$ cat src/rtl/act_arbiter.sv
// act_arbiter: round-robin arbiter feeding a thresholded activation output register
module act_arbiter #(
    parameter int N          = 4,
    parameter int DW         = 8,
    parameter int THRESH_RST = 10
) (
    input  logic                 clk,
    input  logic                 rst,
    input  logic [N-1:0]         i_req_valid,
    input  logic [N*DW-1:0]      i_req_data,
    output logic [N-1:0]         o_req_ready,
    input  logic                 i_cfg_we,
    input  logic [DW-1:0]        i_cfg_thresh,
    output logic                 o_res_valid,
    output logic [DW-1:0]        o_res_data,
    output logic [$clog2(N)-1:0] o_res_id,
    input  logic                 i_res_ready,
    output logic                 o_busy,
    output logic [15:0]          o_pass_cnt
);
    localparam int IW = $clog2(N);
    typedef enum logic {RUN, CFG_WAIT} state_t;
    state_t        r_state, w_state_nxt;
    logic [IW-1:0] r_rr_ptr, w_gnt, r_res_id;
    logic [DW-1:0] r_thresh, r_pend, w_sample, r_res_data;
    logic [15:0]   r_pass_cnt;
    logic          r_res_valid, w_found, w_free, w_hs, w_accept;
    assign w_free      = !r_res_valid || i_res_ready;
    assign w_hs        = r_res_valid && i_res_ready;
    assign w_accept    = !rst && r_state == RUN && !i_cfg_we && w_free && w_found;
    assign o_req_ready = w_accept ? {{(N-1){1'b0}}, 1'b1} << w_gnt : '0;
    assign o_res_valid = r_res_valid;
    assign o_res_data  = r_res_data;
    assign o_res_id    = r_res_id;
    assign o_pass_cnt  = r_pass_cnt;
    assign o_busy      = r_state != RUN || r_res_valid;
    // first valid requester at or above rr_ptr, wrapping; k is the search distance, j the matching lane
    always_comb begin
        w_found  = 1'b0;
        w_gnt    = '0;
        w_sample = '0;
        for (int k = 0; k < N; k++)
            for (int j = 0; j < N; j++)
                if (!w_found && r_rr_ptr == IW'((j + N - k) % N) && i_req_valid[j]) begin
                    w_found  = 1'b1;
                    w_gnt    = IW'(j);
                    w_sample = i_req_data[j*DW +: DW];
                end
    end
    // a threshold write parks the arbiter until the output slot drains
    always_comb begin
        w_state_nxt = r_state;
        if (r_state == RUN && i_cfg_we)
            w_state_nxt = CFG_WAIT;
        else if (r_state == CFG_WAIT && w_free)
            w_state_nxt = RUN;
    end
    // state, round-robin pointer and threshold registers
    always_ff @(posedge clk or posedge rst) begin
        if (rst) begin
            r_state  <= RUN;
            r_rr_ptr <= '0;
            r_thresh <= DW'(THRESH_RST);
            r_pend   <= DW'(THRESH_RST);
        end else begin
            r_state <= w_state_nxt;
            if (w_accept)
                r_rr_ptr <= (w_gnt == IW'(N - 1)) ? '0 : w_gnt + IW'(1);
            if (i_cfg_we)
                r_pend <= i_cfg_thresh;
            if (r_state == CFG_WAIT && w_free)
                r_thresh <= i_cfg_we ? i_cfg_thresh : r_pend;
        end
    end
    // output register: activates on capture, holds while downstream stalls
    always_ff @(posedge clk or posedge rst) begin
        if (rst) begin
            r_res_valid <= 1'b0;
            r_res_data  <= '0;
            r_res_id    <= '0;
        end else if (w_accept) begin
            r_res_valid <= 1'b1;
            r_res_data  <= (w_sample >= r_thresh) ? w_sample : '0;
            r_res_id    <= w_gnt;
        end else if (i_res_ready) begin
            r_res_valid <= 1'b0;
        end
    end
    // count delivered results that survived the threshold
    always_ff @(posedge clk or posedge rst) begin
        if (rst)
            r_pass_cnt <= '0;
        else if (w_hs && r_res_data != '0)
            r_pass_cnt <= r_pass_cnt + 16'd1;
    end
endmodule

$ cat config.mk
export PLATFORM = sky130hd
export DESIGN_NAME = act_arbiter
export DESIGN_NICKNAME = d
export VERILOG_FILES = /design/src/rtl/act_arbiter.sv
export SDC_FILE = /design/constraint.sdc
export NUM_CORES = 1
export LEC_CHECK = 0
export CAP_MARGIN = 5
export CORE_MARGIN = 2
export CORE_UTILIZATION = 53
export CTS_BUF_LIST = sky130_fd_sc_hd__clkbuf_8
export CTS_CLUSTER_DIAMETER = 80
export CTS_CLUSTER_SIZE = 14
export DETAILED_ROUTE_END_ITERATION = 12
export GPL_TIMING_DRIVEN = 0
export MAX_ROUTING_LAYER = met4
export PLACE_DENSITY = 0.84
export SYNTH_ARGS = -nofsm -noshare
export SYNTH_HDL_FRONTEND = slang
export SYNTH_SLANG_ARGS = --single-unit
$ cat constraint.sdc
create_clock -name clk -period 4.15 [get_ports clk]
set_clock_uncertainty 0.05 [all_clocks]
set_input_delay 0.83 -clock clk [delete_from_list [all_inputs] [get_ports clk]]
set_output_delay 0.83 -clock clk [all_outputs]
set_load 0.02 [all_outputs]
==> metrics.log <==
INFO  metric top_signal_layer_used = met4
INFO  metric detail_route.vias_per_cell = 6.81
INFO  metric postLayoutCoreUtil = 0.719
INFO  metric met1Wirelength = 4.70 mm
INFO  metric mappedNetlistArea = 3550 um2
INFO  metric ctsRootBufferMaster = sky130_fd_sc_hd__clkbuf_8
INFO  metric syn_inst = 402
INFO  metric crit_path_max_fanout = 10
INFO  metric path_clk_slew = 0.08 ns
INFO  metric syn_avg_cell_area = 8.83 um2
INFO  metric areaGrowthSynthToFinish = 30.1%
INFO  metric die_area = 7370 um2
INFO  metric floorplan.die.height = 85.9 um
INFO  metric synth-edff-count = 0
INFO  metric maximum_number_of_pins_on_one_net_before_global_route_repair = 35
INFO  metric status = complete, but fails checks
INFO  metric finalCriticalPeriod = 4.01 ns
INFO  metric post_route_wl = 12.5 mm
INFO  metric detail_route.wl_per_cell = 22.0 um
INFO  metric path_cells = buf_2, nor2b_1, a221oi_1, o311ai_1, a221oi_1, nand3_1, nand2_1, ha_1, nor2b_1, o21ai_0, a31o_2, a31oi_2, nor2_1, a32o_1
INFO  metric cp.arrival = 4.15 ns
INFO  metric groute.usage.overall = 0.345
INFO  metric portBuffers = 76
INFO  metric report.final.setup_viol = 0
INFO  metric max_freq = 0.249 GHz
INFO  metric number_of_violations_reported_at_the_end_of_detailed_routing_iteration_0 = 477
INFO  metric floorplan.io_pins = 80
INFO  metric worst_slack = 0.137 ns
INFO  metric number_of_clock_sinks = 46
INFO  metric std_cell_rows = 29
INFO  metric dpl.hpwl = 9.18 mm
INFO  metric floorplan_core_area = 6420 um2
INFO  metric first_global_vias = 3698
INFO  metric grt_antenna_before_repair = 0
INFO  metric worst_hold_slack = 0.429 ns
INFO  metric seqPwrFrac = 0.274
INFO  metric cp_slowest_stage_delay = 0.66 ns
INFO  metric num_antenna_cells = 0
INFO  metric vdd_drop_max = 0.000408 V
INFO  metric ctsLongestPathBuffers = 2
INFO  metric timing.final.crit_share = 0.967
INFO  metric detailedPlace.worstSlack = -0.801 ns
INFO  metric initial_utilization = 0.553
INFO  metric report.final.slew_viol_count = 0
INFO  metric share_clk_of_total_power = 0.123
INFO  metric synth_top_area_cell = sky130_fd_sc_hd__dfrtp_1
INFO  metric yosysUniqueCellTypes = 72
INFO  metric dr.pass1.iters = 10
INFO  metric switching_power = 0.00112 W
INFO  metric vias = 3852
INFO  metric synthTopCellsByCount = sky130_fd_sc_hd__nand2_1, sky130_fd_sc_hd__dfrtp_1, sky130_fd_sc_hd__nor2_1
INFO  metric critical_path.endpoint_type = register
INFO  metric pwr_density_cell = 542 nW/um2
INFO  metric synth.ff_latch_count = 46
INFO  metric min-delay-path-class = reg2reg
INFO  metric met3_length = 1.21 mm
INFO  metric final_nets = 549
INFO  metric max-slew-margin-rel = 0.493
INFO  metric synth_area_leaders = sky130_fd_sc_hd__dfrtp_1, sky130_fd_sc_hd__mux2_2, sky130_fd_sc_hd__nand2_1
INFO  metric cp-start-kind = input pin
INFO  metric post-synth-top-count-cell = sky130_fd_sc_hd__nand2_1
INFO  metric crit_slowest_cell = sky130_fd_sc_hd__nor2b_1
INFO  metric rsz0062_at_grt = false
INFO  metric p_leak = 1.96 nW
INFO  metric comb_power_share = 0.603
INFO  metric die_w = 85.9 um
INFO  metric final_layout_setup_total_negative_slack = 0 ns
INFO  metric numCtsBuffers = 5
INFO  metric switching_share = 0.446
INFO  metric synth_warnings = 0
INFO  metric ys_async_sr_fraction = 1.00
INFO  metric grt_pass1_wl = 19.2 mm
INFO  metric cp_data_required_time = 4.29 ns
INFO  metric antenna_left = 0
INFO  metric cap_violations = 0
INFO  metric actual_slew_at_the_worst_max_slew_pin = 0.760 ns
INFO  metric placedCellCount = 556
INFO  metric grt-ovfl-total = 0
INFO  metric synth_flop_cell = sky130_fd_sc_hd__dfrtp_1
INFO  metric synthesized_nets = 463
INFO  metric cp_top_family = compound AO/OA/AOI/OAI gates
INFO  metric number_of_hold_slack_violations_in_the_final_timing_report = 0
INFO  metric intPower = 0.00139 W
INFO  metric synth-seq-area-share = 0.326
INFO  metric yosys.area.top_type_share = 0.296
INFO  metric post_layout_nonfiller_instances = 566
INFO  metric drive_above_1_share = 0.153
INFO  metric critPathKind = in2reg
INFO  metric violations = design-rule violations
INFO  metric skew_pair_late_insertion_delay = 0.30 ns
INFO  metric met2WireLength = 6.07 mm
INFO  metric h_tree_levels = 2
INFO  metric clock_tree_from_tritoncts = done
INFO  metric gpl.final_weighted_congestion = 1.00
INFO  metric remaining_drc_errors = 7
INFO  metric worst-path-buf-inv = 1
## flip-flops by register name, summed over array words and instances, names as in the netlist
name / count
o_res_data: 8
o_pass_cnt: 16
r_state: 1
o_res_id: 2
o_res_valid: 1
r_thresh: 8
r_pend: 8
r_rr_ptr: 2
## what timing repair did
action,CTS,global route
setup buffers,0,3
resized for setup,16,13
cloned,0,0
setup endpoints to repair,12,6
pin swaps,0,1
hold endpoints to repair,0,0
hold buffers,0,0
## per-layer routing
metal	track usage	up-vias
li1	-	1682
met1	0.405	1841
met2	0.582	269
met3	0.0693	60
met4	0.136	0
met5	-	-
## placed cells by master, fill, tap and decap left out, drive strengths merged, types with 11 or more instances in the layout
| master | count |
|---|---|
| dfrtp | 42 |
| ha | 13 |
| a21oi | 18 |
| clkbuf | 19 |
| buf | 18 |
| o21ai | 16 |
| nand3 | 11 |
| mux2 | 18 |
| nand2 | 50 |
| inv | 15 |
| clkdlybuf4s50 | 74 |
| nor2 | 24 |
## path summary, 6_finish.rpt
| kind | startpoint | to | slack [ns] | cells past startpoint |
|---|---|---|---|---|
| min in group asynchronous | rst | o_res_valid | 0.81 | 2 |
| hold / removal | o_pass_cnt[15] | o_pass_cnt[15] | 0.43 | 1 |
| setup / recovery | i_req_valid[2] | o_res_data[6] | 0.14 | 14 |
| max in group asynchronous | rst | r_thresh[1] | 2.69 | 3 |
| hold reg to reg | o_pass_cnt[15] | o_pass_cnt[15] | 0.43 | 1 |
| setup reg to reg | r_rr_ptr[0] | o_res_data[6] | 0.31 | 14 |
## metrics by stage
step                area [um2]  total power (W)
floorplan                 3550          0.00158
global placement          4410          0.00203
detailed placement        4430          0.00209
CTS                       4570          0.00245
global route              4620          0.00264
finish                    4620          0.00250
## worst reg2reg max path, delay by kind of cell (launching register included)
kind / cells / cell delay [ns]
buffers and inverters: 1 / 0.20
flip-flops: 1 / 0.44
adder cells (fa/ha/maj): 1 / 0.28
AO/OA/AOI/OAI: 7 / 1.62
AND/OR/NAND/NOR: 5 / 1.14
## power by group through the flow
stage | Sequential, W | Clock (W) | Combinational, W
2_1_floorplan | 0.000734 | 0 | 0.000849
3_3_place_gp | 0.000682 | 0 | 0.00135
3_5_place_dp | 0.000688 | 0 | 0.00140
4_1_cts | 0.000683 | 0.000310 | 0.00146
5_1_grt | 0.000701 | 0.000326 | 0.00161
6_report | 0.000686 | 0.000308 | 0.00151
## cells by family (layout without fill, tap and decap cells)
| family | Yosys count | count (layout) | synth area share |
|---|---|---|---|
| compound gates | 108 | 108 | 0.227 |
| flops | 46 | 46 | 0.326 |
| buf+inv | 40 | 127 | 0.0521 |
| mux | 20 | 20 | 0.0662 |
| simple gates | 160 | 160 | 0.246 |
| fa+ha+maj | 13 | 13 | 0.0458 |
| xor+xnor | 15 | 15 | 0.0370 |
## area by class of cell
type,instances,area [um2]
Clock buffer,7,96.3
Inverter,15,56.3
Timing Repair Buffer,80,793
Sequential cell,46,1160
Tap cell,77,96.3
Fill cell,474,1800
Clock inverter,1,8.76
Multi-Input combinational cell,316,2280
Buffer,24,134
Note: power is estimated with default switching activity, not from simulation.
